**config.mk**
```make
export PLATFORM = sky130hd
export DESIGN_NAME = uart_tx_framer
export DESIGN_NICKNAME = d
export VERILOG_FILES = /design/src/rtl/uart_pkg.sv /design/src/rtl/uart_tx_framer.sv
export SDC_FILE = /design/constraint.sdc
export NUM_CORES = 1
export LEC_CHECK = 0
export ABC_AREA = 1
export ABC_CLOCK_PERIOD_IN_PS = 3800
export BUFFER_PORTS_ARGS = -buffer_cell sky130_fd_sc_hd__clkbuf_2
export CORE_MARGIN = 3
export CORE_UTILIZATION = 57
export CTS_CLUSTER_DIAMETER = 30
export CTS_CLUSTER_SIZE = 20
export DETAILED_ROUTE_END_ITERATION = 7
export GPL_TIMING_DRIVEN = 0
export HOLD_SLACK_MARGIN = 0.06
export PLACE_DENSITY = 0.82
export SETUP_SLACK_MARGIN = 0.05
export SYNTH_ARGS = -nofsm -noshare
export SYNTH_HDL_FRONTEND = slang
export SYNTH_SLANG_ARGS = --single-unit
export TNS_END_PERCENT = 50
```
**constraint.sdc**
```tcl
create_clock -name clk -period 3.8 [get_ports clk]
set_input_delay 0.76 -clock clk [delete_from_list [all_inputs] [get_ports clk]]
set_output_delay 0.76 -clock clk [all_outputs]
set_load 0.02 [all_outputs]
```
**src/rtl/uart_pkg.sv**
```systemverilog
// Shared UART definitions: transmit FSM state encoding, legal parameter ranges
// and the parity function used by both the transmit and receive paths.
package uart_pkg;

  typedef enum logic [2:0] {
    IDLE   = 3'd0,
    ARM    = 3'd1,
    START  = 3'd2,
    DATA   = 3'd3,
    PARITY = 3'd4,
    STOP   = 3'd5
  } tx_state_e;

  localparam int DATA_BITS_MIN = 5;
  localparam int DATA_BITS_MAX = 8;
  localparam int STOP_BITS_MIN = 1;
  localparam int STOP_BITS_MAX = 2;

  // Data is zero-extended to 8 bits by the caller; extra zeros do not alter the XOR.
  function automatic logic calc_parity(input logic [7:0] data, input logic odd);
    return (^data) ^ odd;
  endfunction

endpackage

```
**src/rtl/uart_tx_framer.sv**
```systemverilog
// Tick-paced UART transmitter: start bit, LSB-first data, optional parity, stop bit(s).
// Define UART_TX_PARITY_EN to generate the parity bit and PARITY state.
module uart_tx_framer
  import uart_pkg::*;
#(
  parameter int DATA_BITS  = 8,
  parameter int STOP_BITS  = 1,
  parameter int PARITY_ODD = 0
) (
  input  logic                 clk,
  input  logic                 rst_n,
  input  logic                 baud_tick,
  input  logic [DATA_BITS-1:0] tx_data,
  input  logic                 tx_valid,
  output logic                 tx_ready,
  output logic                 tx,
  output logic                 tx_busy,
  output logic                 tx_done
);

  localparam logic [2:0] LAST_BIT  = 3'(DATA_BITS - 1);
  localparam logic       LAST_STOP = 1'(STOP_BITS - 1);

  if (DATA_BITS < DATA_BITS_MIN || DATA_BITS > DATA_BITS_MAX) begin : g_bad_data_bits
    $error("uart_tx_framer: DATA_BITS out of range");
  end
  if (STOP_BITS < STOP_BITS_MIN || STOP_BITS > STOP_BITS_MAX) begin : g_bad_stop_bits
    $error("uart_tx_framer: STOP_BITS out of range");
  end
  if (PARITY_ODD != 0 && PARITY_ODD != 1) begin : g_bad_parity_odd
    $error("uart_tx_framer: PARITY_ODD must be 0 or 1");
  end

  tx_state_e            state_q, state_d;
  logic [DATA_BITS-1:0] shreg_q, shreg_d;
  logic [2:0]           bit_cnt_q, bit_cnt_d;
  logic                 stop_cnt_q, stop_cnt_d;
  logic                 tx_q, tx_d;
  logic                 done_q, done_d;
`ifdef UART_TX_PARITY_EN
  logic                 par_q, par_d;
`endif

  always_ff @(posedge clk or negedge rst_n) begin
    if (!rst_n) begin
      state_q    <= IDLE;
      bit_cnt_q  <= 3'd0;
      stop_cnt_q <= 1'b0;
      tx_q       <= 1'b1;
      done_q     <= 1'b0;
    end else begin
      state_q    <= state_d;
      bit_cnt_q  <= bit_cnt_d;
      stop_cnt_q <= stop_cnt_d;
      tx_q       <= tx_d;
      done_q     <= done_d;
    end
  end

  // Datapath registers carry no reset; they are always loaded on acceptance before use.
  always_ff @(posedge clk) begin
    shreg_q <= shreg_d;
`ifdef UART_TX_PARITY_EN
    par_q   <= par_d;
`endif
  end

  always_comb begin
    state_d    = state_q;
    shreg_d    = shreg_q;
    bit_cnt_d  = bit_cnt_q;
    stop_cnt_d = stop_cnt_q;
    tx_d       = tx_q;
    done_d     = 1'b0;
`ifdef UART_TX_PARITY_EN
    par_d      = par_q;
`endif
    unique case (state_q)
      IDLE: begin
        tx_d = 1'b1;
        if (tx_valid) begin
          shreg_d    = tx_data;
          bit_cnt_d  = 3'd0;
          stop_cnt_d = 1'b0;
`ifdef UART_TX_PARITY_EN
          par_d      = calc_parity(8'(tx_data), PARITY_ODD[0]);
`endif
          state_d    = ARM;
        end
      end
      ARM: begin
        if (baud_tick) begin
          tx_d    = 1'b0;
          state_d = START;
        end
      end
      START: begin
        if (baud_tick) begin
          tx_d    = shreg_q[0];
          shreg_d = shreg_q >> 1;
          state_d = DATA;
        end
      end
      DATA: begin
        if (baud_tick) begin
          if (bit_cnt_q == LAST_BIT) begin
`ifdef UART_TX_PARITY_EN
            tx_d    = par_q;
            state_d = PARITY;
`else
            tx_d    = 1'b1;
            state_d = STOP;
`endif
          end else begin
            tx_d      = shreg_q[0];
            shreg_d   = shreg_q >> 1;
            bit_cnt_d = bit_cnt_q + 3'd1;
          end
        end
      end
`ifdef UART_TX_PARITY_EN
      PARITY: begin
        if (baud_tick) begin
          tx_d       = 1'b1;
          stop_cnt_d = 1'b0;
          state_d    = STOP;
        end
      end
`endif
      STOP: begin
        if (baud_tick) begin
          if (stop_cnt_q == LAST_STOP) begin
            done_d  = 1'b1;
            state_d = IDLE;
          end else begin
            stop_cnt_d = 1'b1;
          end
        end
      end
      default: begin
        tx_d    = 1'b1;
        state_d = IDLE;
      end
    endcase
  end

  assign tx_ready = (state_q == IDLE);
  assign tx_busy  = (state_q != IDLE);
  assign tx       = tx_q;
  assign tx_done  = done_q;

endmodule

```
Word-level counts from Yosys, hierarchy flattened
Cells that the tools add are included.

Flip-flop bits (word level): 17. RAM bits: 0. Input port bits: 12. Logic and storage cells: 60. Memory bits (read-only): 0. Memories: 0. Latch bits: 0.

Div/mod/pow operators: 0. Equality and inequality tests: 13. Shift-type cells: 0. Multiply operators: 0. Add/subtract/negate cells: 1. Muxes and demuxes: 29. Reductions and logical operators: 10. Bitwise logic cells: 1. $lt $le $gt $ge: 0.

Operators by type and width (number): two-way mux 8 bit (4); two-way mux 3 bit (10); one-hot mux 8 bit (3 select lines) (1); != test 2 bit, second input constant (8); one-hot mux 3 bit (5 select lines) (1); two-way mux 1 bit (10); AND reduction 4 bit (2); AND reduction 7 bit (1); equality test 3 x 2 -> 1 bit, second input constant (2); equality test 3 bit, second input constant (2); one-hot mux 3 bit (2 select lines) (1); nonzero test 3 bit (2); AND reduction 5 bit (1); one-hot mux 1 bit (4 select lines) (1); nonzero test 2 bit (2); adder 3 x 1 -> 3 bit, second input constant (1); equality test 3 x 1 -> 1 bit, second input constant (1); zero test 3 bit (1); AND reduction 3 bit (1); one-hot mux 1 bit (2 select lines) (1); inverter 1 bit (1).

Longest topological paths before layout
Depth in word-level cells: 4. Mapped depth: 8. Mapped depth without buffers: 8.

Worst setup path after synthesis
No wires, ideal clock.

Path type: input to register. Start point: input port tx_valid. End point: register shreg_q[0] (enable). Slack: 1.830 ns. Arrival time: 1.586 ns. Path buffers: 0. Setup time: 0.383 ns. Stages: 4. Required time: 3.417 ns. Cells stage by stage: inv_1 > nand3_1 > nand2_1 > nor3_1.

Cells in the longest elaborated chain, start to end: 2.

RTL lines: start, declared (line uart_tx_framer.sv:14) `input logic tx_valid,`; != test 2 bit (no source line); AND reduction 5 bit (no source line); end signal, assigned (line uart_tx_framer.sv:62) `shreg_q <= shreg_d;`; end, declared (line uart_tx_framer.sv:35) `logic [DATA_BITS-1:0] shreg_q, shreg_d;`.

No other way between the ends. A chain may end at the register's enable or synchronous reset.

Worst setup path in the final report
Start point: register bit_cnt_q[0]. End point: register shreg_q[7] (enable).

Cells in the longest elaborated chain, start to end: 3.

RTL lines: start, declared (line uart_tx_framer.sv:36) `logic [2:0] bit_cnt_q, bit_cnt_d;`; start signal, assigned (line uart_tx_framer.sv:53) `bit_cnt_q <= bit_cnt_d;`; equality test 3 bit (line uart_tx_framer.sv:106) `if (bit_cnt_q == LAST_BIT) begin`; != test 2 bit (no source line); AND reduction 5 bit (no source line).

No other way between the ends.

==> results.toml <==
[status]
status = "finished clean"

[yosys]
ys_types = 18
async_flop_share = 0.500
synth_edf_count = 8
yosysWarningCount = 0
ys_ff_latch = 16
synthCells = 104
synth_flop_cell = "edfxtp_1"
synth_top_area_frac = 0.279
synth_area_um2 = 862
netlist_top_cells_area = "edfxtp_1 (28%), dfrtp_1 (20%), nand2_1 (17%)"
synthTopCellsByCount = "nand2_1 (40), nand3_1 (10), inv_1 (9)"
syn_area_per_cell_um2 = 8.29
yosys.cell_count.top_type = "nand2_1"
synth-seq-area-share = 0.512
syn_nets = 118
synth_top_area_cell = "edfxtp_1"

[detailed_routing]
avgViaCountPerCell = 5.25
drc_errors = 0
postRouteAntennaNets = 0
drt_iter0_drc = 15
vias = 724
firstDrtPassIters = 4
wl_um = 1650
wl_per_cell_um = 11.9

[floorplanning]
start_util = 0.631
die_y_um = 44.9
chipWidth_um = 44.9
core_um2 = 1370
io_pins = 16
rows = 13
die-area_um2 = 2020

[final_layout]
num_antenna_cells = 0
drive_gt1_frac = 0.252
nets = 138
area_growth_pct = 15.1
fin_util = 0.726

[sta]
fmax_ghz = 0.462
layout_min_cycle_time_ps = 2160
finalClockSkew_ps = 5.23
slew_headroom = 0.283
setup_tns_ps = 0
timing.final.crit_share = 0.570
layout_setup_ws_ps = 1640
grt_setup_unrepaired = "no"
finalSetupViolCount = 0
hold_viol = 0
slew_violations = 0
tightestPinTransition_ps = 1070

[clock_tree]
cts_sinks = 16
cts_tree = "yes"
clk_pin_slew_ps = 90
cts_inserted_buffers = 3
h-tree-depth = 1
clk_latency_ps = 280
ctsHoldBuffers = 0
clockBufferDepth = 2
post_cts_buffers = 0
cts_root_buf = "clkbuf_4"
post_cts_resized = 0

[setup_path]
cp.arrival_ps = 2070
reg2regPathDepth = 5
rr_startpoint = "bit_cnt_q[0]"
critPathMaxFanout = 8
endpoint_kind = "flip-flop"
timing.rr.end = "shreg_q[7]"
path_class = "reg2reg"
crit_start = "bit_cnt_q[0]"
reg2reg_slack_ps = 1640
endpoint = "shreg_q[7]"
crit_required_ps = 3710
cp-start-kind = "flip-flop"

[pwr]
power.density_nw_per_um2 = 856
vdd_drop_max_mv = 0.419
p_leak_nw = 0.539

[place]
dpl.hpwl_um = 1250
io_buffers = 15
dp_slack_ps = 1420
gp_congestion = 0.883

[global_routing]
grt_first_pass_wirelength_um = 2820
antenna_found_initial = 0
grt_pass1_vias = 688
track_usage = 0.195
grt_max_degree = 11
grt_overflow = 0

[run]
drv_cap = 0

[min_path]
hp-class = "in2async"
where the power goes:
part           leakage, nW  internal [mW]  switching (mW)
Combinational        0.339          0.129           0.275
Sequential           0.179          0.296          0.0393
Clock               0.0210         0.0583          0.0519
cell type report:
class	instances	area, µm²
buffer	1	11.3
tap	15	18.8
multi-input combinational	76	368
inverter	11	41.3
sequential	16	442
fill	114	374
timing repair buffer	15	75.1
clock buffer	4	36.3
state kept, by name, indices dropped and copies added (netlist names):
signal,flops
bit_cnt_q,3
tx,1
shreg_q,8
tx_done,1
state_q,3
metal layers:
metal  global-route usage  up-vias  wire [µm]
li1                     -      373          -
met1                0.249      327        743
met2                0.330       20        798
met3               0.0239        4         78
met4               0.0877        0         25
met5                    0        -          0
critical path, stage by stage, from the launching register on:
cell	delay, ps
dfrtp_1	410
ha_1	220
ha_1	200
nand2_1	100
nand2_1	60
nor3_1	810
per-stage QoR:
stage | instance area, µm² | cells | power [mW] | hold WS, ps
floorplan | 862 | 104 | 0.646 | 446
global placement | 956 | 134 | 0.729 | 459
detailed placement | 956 | 134 | 0.744 | 468
CTS | 992 | 138 | 0.856 | 307
global route | 992 | 138 | 0.926 | 300
finish | 992 | 138 | 0.850 | 308
how the worst min path moves through the flow:
stage	start	end	slack (ps)
2_1_floorplan	bit_cnt_q[1]	bit_cnt_q[1]	450
3_3_place_gp	bit_cnt_q[1]	bit_cnt_q[1]	460
3_5_place_dp	bit_cnt_q[1]	bit_cnt_q[1]	470
4_1_cts	rst_n	tx_done	310
5_1_grt	rst_n	tx_done	300
6_report	rst_n	tx_done	310
cell usage in the layout, fill, tap and decap left out:
master    count
nand2_1      40
clkbuf_2     15
nand3_1      10
inv_1         9
edfxtp_1      8
dfrtp_1       7
nor2_1        6
nand2_2       6
o21ai_0       3
clkbuf_4      3
inv_2         2
nor2_4        2
nor3_1        2
nand3b_1      2
ha_1          2
buf_6         1
a31oi_1       1
nand4_1       1
o21bai_1      1
clkbuf_8      1
dfstp_2       1
cells by family after synthesis:
group	Yosys count	synth area share
flip-flops	16	0.512
buffers and inverters	12	0.0610
AND/OR/NAND/NOR	69	0.364
adder cells (fa/ha/maj)	2	0.0290
AO/OA/AOI/OAI	5	0.0334
Note: power is estimated with default switching activity, not from simulation.
